File: src/rtl/sar_result_averager.sv
// Averages 2^AVG_LOG2 SAR conversion results and presents the floored mean
// on a valid/ready port with a sticky overrun flag.
module sar_result_averager #(
   parameter int ADC_BITS    = 4,
   parameter int CONV_CYCLES = 5,
   parameter int AVG_LOG2    = 2
) (
   input  logic                clk,
   input  logic                rstn,
   input  logic                enable,
   input  logic [ADC_BITS-1:0] adc_out,
   output logic                sample_strobe,
   output logic [ADC_BITS-1:0] avg_data,
   output logic                avg_valid,
   input  logic                avg_ready,
   output logic                overrun,
   input  logic                clear_overrun
);

   localparam int PH_W  = (CONV_CYCLES > 1) ? $clog2(CONV_CYCLES) : 1;
   localparam int CNT_W = (AVG_LOG2 > 0) ? AVG_LOG2 : 1;
   localparam int ACC_W = ADC_BITS + AVG_LOG2;
   localparam logic [PH_W-1:0]  PH_LAST  = PH_W'(CONV_CYCLES - 1);
   localparam logic [CNT_W-1:0] CNT_LAST = CNT_W'((1 << AVG_LOG2) - 1);

   typedef enum logic {IDLE, RUN} state_t;

   state_t              r_state;
   logic [PH_W-1:0]     r_phase;
   logic [CNT_W-1:0]    r_count;
   logic [ACC_W-1:0]    r_acc;
   logic                r_strobe;
   logic [ADC_BITS-1:0] r_data;
   logic                r_valid;
   logic                r_overrun;

   logic                w_capture;
   logic                w_last;
   logic [ACC_W-1:0]    w_sum;
   logic [ADC_BITS-1:0] w_result;

   assign w_capture = enable && (r_phase == PH_LAST);
   assign w_last    = w_capture && (r_count == CNT_LAST);
   assign w_sum     = r_acc + ACC_W'(adc_out);
   assign w_result  = w_sum[ACC_W-1:AVG_LOG2];

   always_ff @(posedge clk or negedge rstn) begin
      if (!rstn) begin
         r_state   <= IDLE;
         r_phase   <= '0;
         r_count   <= '0;
         r_acc     <= '0;
         r_strobe  <= 1'b0;
         r_data    <= '0;
         r_valid   <= 1'b0;
         r_overrun <= 1'b0;
      end else begin
         r_strobe <= w_capture;

         // Leaving RUN discards any partial average and realigns the phase.
         case (r_state)
            IDLE: if (enable) r_state <= RUN;
            RUN: begin
               if (!enable) begin
                  r_state <= IDLE;
                  r_phase <= '0;
                  r_count <= '0;
                  r_acc   <= '0;
               end
            end
            default: r_state <= IDLE;
         endcase

         if (enable) begin
            if (w_capture) begin
               r_phase <= '0;
               if (w_last) begin
                  r_count <= '0;
                  r_acc   <= '0;
               end else begin
                  r_count <= r_count + CNT_W'(1);
                  r_acc   <= w_sum;
               end
            end else begin
               r_phase <= r_phase + PH_W'(1);
            end
         end

         // A fresh result may replace one being accepted on the same edge.
         if (w_last && (!r_valid || avg_ready)) begin
            r_data  <= w_result;
            r_valid <= 1'b1;
         end else if (r_valid && avg_ready) begin
            r_valid <= 1'b0;
         end

         if (w_last && r_valid && !avg_ready)
            r_overrun <= 1'b1;
         else if (clear_overrun)
            r_overrun <= 1'b0;
      end
   end

   assign sample_strobe = r_strobe;
   assign avg_data      = r_data;
   assign avg_valid     = r_valid;
   assign overrun       = r_overrun;

endmodule

File: config.mk
export PLATFORM = sky130hd
export DESIGN_NAME = sar_result_averager
export DESIGN_NICKNAME = d
export VERILOG_FILES = /design/src/rtl/sar_result_averager.sv
export SDC_FILE = /design/constraint.sdc
export NUM_CORES = 1
export LEC_CHECK = 0
export CORE_ASPECT_RATIO = 1.5
export CORE_UTILIZATION = 35
export DETAILED_ROUTE_END_ITERATION = 10
export SLEW_MARGIN = 25
export SYNTH_ARGS = -nofsm -noshare
export SYNTH_HDL_FRONTEND = slang
export SYNTH_SLANG_ARGS = --single-unit
File: constraint.sdc
create_clock -name clk -period 1.97 [get_ports clk]
set_input_delay 0.394 -clock clk [delete_from_list [all_inputs] [get_ports clk]]
set_output_delay 0.394 -clock clk [all_outputs]
set_load 0.005 [all_outputs]
Yosys cells after proc, flatten, opt, wreduce, memory -nomap -nowiden
Cells that the tools add are included.
{"block": "totals", "regBits": 19, "input_bits": 9}
{"block": "op_classes", "n_addsub": 3, "n_eq_ne": 2, "n_mux": 18, "reduce_logical": 12}
{"op": "6-bit 2-to-1 mux", "n": 5}
{"op": "2-bit 2-to-1 mux", "n": 5}
{"op": "3-bit 2-to-1 mux", "n": 3}
{"op": "6-bit by 4-bit adder with 6-bit output", "n": 1}
{"op": "1-bit logical AND", "n": 6}
{"op": "2-bit nonzero test", "n": 3}
{"op": "1-bit 2-to-1 mux", "n": 5}
{"op": "3-bit by 1-bit adder with 3-bit output (second input constant)", "n": 1}
{"op": "3-bit == test (second input constant)", "n": 1}
{"op": "2-bit by 1-bit adder with 2-bit output (second input constant)", "n": 1}
{"op": "2-bit == test (second input constant)", "n": 1}
{"op": "1-bit logical NOT", "n": 2}
{"op": "1-bit logical OR", "n": 1}

Longest topological paths before layout
Gate-level depths: netlist of the first run.
{"block": "logic_depth", "depth_word": 6, "mapped_depth": 7}

Least setup slack after synthesis of the first run
OpenSTA, ideal clock, no wires.
{"block": "synth_timing", "kind": "in2reg", "start": "input adc_out[0]", "end": "register r_acc[4]", "setup_time_ns": 0.129, "arrival_time_ns": 1.518, "required_ns": 1.841, "slack_ns": 0.323, "stages": 7, "cell_sequence": "ha_1 -> inv_1 -> fa_1 -> nor2b_1 -> o21ai_0 -> a311oi_1 -> a21oi_1"}
{"block": "synth_via", "elab_chain_len": 4}
{"item": "from (decl)", "line": "11", "rtl": "input logic [ADC_BITS-1:0] adc_out,"}
{"item": "6-bit by 4-bit adder with 6-bit output", "line": "44", "rtl": "assign w_sum = r_acc + ACC_W'(adc_out);"}
{"item": "6-bit 2-to-1 mux", "line": "77", "rtl": "if (w_last) begin"}
{"item": "6-bit 2-to-1 mux", "line": "75", "rtl": "if (w_capture) begin"}
{"item": "6-bit 2-to-1 mux", "line": "74", "rtl": "if (enable) begin"}
{"item": "to (signal assigned)", "line": "82", "rtl": "r_acc <= w_sum;"}
{"item": "to (decl)", "line": "31", "rtl": "logic [ACC_W-1:0] r_acc;"}
No other way between the ends.
A chain may end at the register's enable or synchronous reset.

Worst setup path in the final report of the first run
Ends and elaborated chain as after synthesis.

==> out/metrics.yaml, run 1 <==
status:
  outcome: "completed"
floorplanning:
  die_x_um: 45.42
  dieArea_um2: 3049
  io_pins: 16
  rows: 23
  chipHeight_um: 67.13
  initial_core_util_pct: 36.98
  fp.coreArea_um2: 2676
sta:
  relSlewSlack_pct: 76.64
  fin_crit_ns: 1.854
  grt_setup_unrepaired: "no"
  hold_slack_ns: 0.4644
  slew_viol_final: 0
  period_share_pct: 94.11
  hold_viol: 0
  setup_viol: 0
  finalClockSkew_ns: 0.01144
  tightest_slew_ns: 0.3505
  fmax_mhz: 539.4
cells_and_area:
  syn_to_final_growth_pct: 28.45
  nFillCells: 261
  final_area_um2: 1271
  multi_input_area_um2: 466.7
  drive_above_1_share_pct: 17.54
  num-nets-final: 132
  register_area_um2: 475.5
  final_util_pct: 47.50
  insertedDiodeCount: 0
detailed_routing:
  ant_nets: 0
  drc: 0
  wl_mm: 1.886
  drt_iter0_markers: 19
  firstDrtPassIters: 4
  vias: 743
  wl_per_cell_um: 12.49
  viasPerCell: 4.921
worst_setup_path:
  end_kind: "register"
  path_max_fanout: 2
  reg2regPathDepth: 5
  critical_path_required_ns: 2.11
  arrival_ns: 1.99
  r2r_end: "avg_data[1]$_DFFE_PN0P_"
  crit-reg2reg-launch: "r_phase[0]$_DFFE_PN0P_"
  crit_path_start_kind: "primary input"
  reg2reg_slack_ns: 0.35
  critPathKind: "in -> reg"
clocking:
  cts_tree: "yes"
  numCtsBuffers: 3
  cts.sinks: 19
  clk_pin_slew_ns: 0.08
  cts_buffer_depth: 2
  holdBufCountCts: 0
  clk_latency_ns: 0.26
  h-tree-depth: 1
  cts_root_buf: "clkbuf_8"
synth:
  synth_seq_area_share_pct: 48.04
  syn_area_per_cell_um2: 11.00
  synth_cells: 90
  synth_top_area_share_pct: 48.04
  synth-edff-count: 0
  synthTopCellsByCount: "dfrtp_1, inv_1, nand2_1, ha_1, a21oi_1"
  synth_flop_cell: "dfrtp_1"
  synth.distinct_cells: 30
  yosys_warnings: 0
  ys_ff_latch: 19
  synth.area.top_cells: "dfrtp_1, ha_1, inv_1, a21oi_1, nand2_1"
  synth_most_common_cell: "dfrtp_1"
  synth.cell_area_um2: 989.7
  syn-num-nets: 107
  async_flop_share_pct: 100.0
  yosys.area.top_type: "dfrtp_1"
power_and_ir_drop:
  power.leakage_nw: 0.5789
  peakVddDrop_mv: 0.3115
  pwr-share-seq_pct: 48.3
  p_sw_share_pct: 28.75
  power_density_nw_per_um2: 757.4
  pwr-share-clk_pct: 27.9
  p_int_mw: 0.6860
  combinationalPowerShare_pct: 23.8
  p_sw_mw: 0.2769
global_routing:
  grt_pass1_wl_mm: 3.360
  grt_usage_pct: 15.25
  grt_pass1_vias: 800
  grt-ovfl-total: 0
  grt_max_degree: 20
  antenna_found_initial: 0
hold_path:
  hp-class: "in -> async"
placed_design:
  numPortBuffers: 15
  dp_hpwl_mm: 1.426
  placed_area_um2: 1220
  globalplace.congestion: 0.8179
job:
  cap_viol_max_count: 0
==> final cells by class <==
| cell class | instances | share of cell area, % |
|---|---|---|
| inverters | 11 | 3.248 |
| well taps | 37 | 3.642 |
| flip-flops and latches | 19 | 37.40 |
| clock inverters | 1 | 0.3937 |
| multi-input cells | 59 | 36.71 |
| clock buffers | 3 | 3.248 |
| repair buffers | 21 | 15.35 |
==> power groups by stage <==
stage / clock, mW / sequential [mW] / combinational (mW)
4_1_cts: 0.282 / 0.465 / 0.229
3_3_place_gp: 0 / 0.468 / 0.221
2_1_floorplan: 0 / 0.464 / 0.155
5_1_grt: 0.294 / 0.472 / 0.263
6_report: 0.268 / 0.465 / 0.229
3_5_place_dp: 0 / 0.473 / 0.227
==> through the flow <==
step / instances / TNS, ns / power, mW / setup WS (ns)
finish: 151 / 0 / 0.9628 / 0.1161
global route: 151 / 0 / 1.029 / 0.001094
CTS: 151 / 0 / 0.9763 / 0.009359
detailed placement: 147 / -0.6863 / 0.6999 / -0.2707
global placement: 147 / -0.5340 / 0.6892 / -0.1916
floorplan: 90 / 0 / 0.6190 / 0.3227
==> per-layer routing <==
metal	vias to the layer above	track usage, %	part of all wire [%]
met5	-	0	0
met4	0	8.333	0.90
met3	2	2.710	3.6
met2	17	24.82	52
met1	361	18.43	43
li1	363	-	-
==> cells by family after synthesis <==
logic type | Yosys count | share of synthesized area (%)
and+or+nand+nor | 20 | 12.64
adders and majority gates | 8 | 10.87
buffers and inverters | 12 | 5.310
muxes | 2 | 2.275
AOI/OAI and AO/OA | 26 | 18.21
DFF | 19 | 48.04
xor gates and xnor gates | 3 | 2.655
==> worst max-delay path by stage <==
stage,slack (ns),cells after the start,startpoint,endpoint
floorplan,0.32,7,adc_out[0],r_acc[4]$_DFF_PN0_
detailed placement,-0.27,8,adc_out[0],r_acc[4]$_DFF_PN0_
CTS,0.009,8,adc_out[0],r_acc[4]$_DFF_PN0_
global placement,-0.19,8,adc_out[0],r_acc[4]$_DFF_PN0_
finish,0.12,8,adc_out[0],r_acc[4]$_DFF_PN0_
global route,0.001,8,adc_out[0],r_acc[4]$_DFF_PN0_
==> sequential cells by signal (all words and copies together), names as in the netlist <==
name	cells
r_acc	6
sample_strobe	1
overrun	1
avg_data	4
avg_valid	1
r_count	2
r_phase	3
r_state	1
==> worst max-delay path, stage by stage <==
cell and delay (ns):
clkdlybuf4s50_1 0.46, ha_1 0.17, inv_1 0.06, fa_2 0.34, nor2b_2 0.13, o21ai_0 0.12, a311oi_1 0.25, a21oi_1 0.07
==> layout by cell type, fill, tap and decap left out <==
cell	netlist	layout
a311oi_1	1	1
a22o_2	1	1
nand3_1	1	1
nor3_2	1	1
nand3_4	1	1
inv_1	11	11
buf_4	0	6
fa_2	0	1
and3_1	2	2
mux2_2	2	2
nand2b_1	1	1
o31ai_1	2	2
a31oi_1	1	1
nor2b_2	0	1
a22o_1	3	3
clkdlybuf4s50_1	0	15
ha_1	7	7
clkinv_2	0	1
o21ai_0	5	5
xnor2_1	3	3
or3_2	1	1
o2bb2ai_1	1	1
a21oi_4	1	1
nand2b_4	1	1
clkbuf_8	0	3
o22ai_1	3	3
o21a_1	1	1
nor3_1	2	2
or2_1	1	1
nand2_1	8	8
dfrtp_1	19	19
a21oi_1	6	6
a21o_1	1	1
==> what timing repair did <==
item                                   CTS  global route
gates resized for setup                  0             2
buffers inserted                         0             0
setup endpoints to repair                0             2
endpoints found under the hold margin    0             0
Power figures use the tool's default switching activity.
==> inputs of run 2 (changes only) <==
- CORE_ASPECT_RATIO: 1.5 -> 1.75
==> out/metrics.yaml, run 2 (synthesis results as in run 1) <==
cells_and_area:
  nFillCells: 250
  final_area_um2: 1259
  num-nets-final: 132
  drive_above_1_share_pct: 17.54
  insertedDiodeCount: 0
  final_common_cell: "dfrtp_1"
  largest_reg_flops: 6
  regMostFlops: "r_acc"
  register_area_um2: 475.5
  multi_input_area_um2: 466.7
  syn_to_final_growth_pct: 27.18
  layout_common_cells: "dfrtp_1, clkdlybuf4s50_1, inv_1"
worst_setup_path:
  crit_path_start_kind: "primary input"
  end_kind: "register"
  slowest_stage: "clkdlybuf4s50_1"
  worstPathCellList: "clkdlybuf4s50_1, ha_1, inv_1, fa_2, nor2b_2, o21ai_0, a311oi_1, a21oi_1"
  reg2reg_slack_ns: 0.34
  crit_path_start: "adc_out[0]"
  crit-reg2reg-launch: "r_acc[0]$_DFF_PN0_"
  slowest_delay_ns: 0.46
  arrival_ns: 2.01
  r2r_end: "r_acc[4]$_DFF_PN0_"
  path_max_fanout: 2
  critPathKind: "in -> reg"
  reg2regPathDepth: 7
  critical_path_required_ns: 2.10
  endpoint: "r_acc[4]$_DFF_PN0_"
detailed_routing:
  drt_iter0_markers: 20
  drc: 0
  ant_nets: 0
  viasPerCell: 5.291
  vias: 746
  wl_mm: 1.937
  firstDrtPassIters: 4
  wl_per_cell_um: 13.74
floorplanning:
  rows: 25
  chipHeight_um: 72.35
  io_pins: 16
  dieArea_um2: 3053
  initial_core_util_pct: 36.79
  fp.coreArea_um2: 2690
  die_x_um: 42.20
sta:
  slew_viol_final: 0
  setup_viol: 0
  hold_viol: 0
  grt_setup_unrepaired: "no"
  finalClockSkew_ns: 0.001127
  period_share_pct: 95.36
  tightest_slew_ns: 0.3330
  fmax_mhz: 532.3
  relSlewSlack_pct: 77.80
  fin_crit_ns: 1.879
status:
  outcome: "completed"
clocking:
  clk_latency_ns: 0.25
  cts.sinks: 19
  post_cts_buffers: 0
  clk_pin_slew_ns: 0.07
  h-tree-depth: 1
  cts_root_buf: "clkbuf_8"
  cts_tree: "yes"
  holdBufCountCts: 0
  numCtsBuffers: 3
  cts_buffer_depth: 2
power_and_ir_drop:
  power_density_nw_per_um2: 767.2
  total_power_mw: 0.9657
  peakVddDrop_mv: 0.5519
  power.leakage_nw: 0.5789
global_routing:
  grt_usage_pct: 14.80
  antenna_found_initial: 0
  grt-ovfl-total: 0
  grt_pass1_vias: 799
  grt_max_degree: 20
  grt_pass1_wl_mm: 3.408
placed_design:
  numPortBuffers: 15
  placed_area_um2: 1207
  globalplace.congestion: 0.8047
  dp_hpwl_mm: 1.502
hold_path:
  hp-class: "in -> async"
job:
  cap_viol_max_count: 0
==> run 2: cell counts in the layout (fill, tap and decap cells not counted) <==
Identical to the previous run, type by type.
==> run 2: critical path, delay by kind of cell <==
| family | cells | cell delay, ns |
|---|---|---|
| AOI/OAI and AO/OA | 3 | 0.48 |
| and+or+nand+nor | 1 | 0.13 |
| adders and majority gates | 2 | 0.51 |
| buffers and inverters | 2 | 0.51 |
==> run 2: timing repair <==
action                                 4_1_cts  5_1_grt
gates resized for setup                      0        2
endpoints found under the hold margin        0        0
setup endpoints to repair                    0        2
==> run 2: cell type report <==
type	count	share of cell area (%)
Clock buffer	3	3.280
Clock inverter	1	0.3976
Inverter	11	3.280
Multi-Input combinational cell	59	37.08
Sequential cell	19	37.77
Tap cell	27	2.684
Timing Repair Buffer	21	15.51
==> run 2: stage by stage <==
stage	instances	hold WS (ns)	setup WS, ns	setup TNS (ns)	utilization, %
floorplan	90	0.09841	0.3227	0	-
global placement	137	0.4682	-0.2023	-0.5848	44.88
detailed placement	137	0.4724	-0.2842	-0.7421	44.88
CTS	141	0.4701	0.01174	0	46.60
global route	141	0.4889	0.02381	0	46.79
finish	141	0.4660	0.09132	0	46.79
==> run 2: power by group <==
| part | switching (mW) | internal, mW |
|---|---|---|
| Clock | 0.131 | 0.141 |
| Combinational | 0.117 | 0.113 |
| Sequential | 0.0309 | 0.433 |
| Total | 0.279 | 0.687 |
==> run 2: how the worst min path moves through the flow <==
stage,end,slack (ns),depth (start not counted)
final,r_count[0]$_DFF_PN0_,0.47,2
after global routing,r_phase[2]$_DFFE_PN0P_,0.49,2
after CTS,r_count[1]$_DFF_PN0_,0.47,2
after detailed placement,avg_data[3]$_DFFE_PN0P_,0.47,2
after global placement,avg_data[3]$_DFFE_PN0P_,0.47,2
after floorplan,avg_data[0]$_DFFE_PN0P_,0.1,0
==> run 2: layer usage <==
metal | up-vias | GRT usage, % | routed length [um]
li1 | 363 | - | -
met1 | 359 | 15.71 | 759
met2 | 18 | 25.98 | 1048
met3 | 6 | 3.483 | 66
met4 | 0 | 8.681 | 61
met5 | - | 0 | 0
==> inputs of run 3 (changes only) <==
- HOLD_SLACK_MARGIN: default -> 0.03
==> results of run 3 <==
Final layout, timing and power as in run 2 (identical DEF).
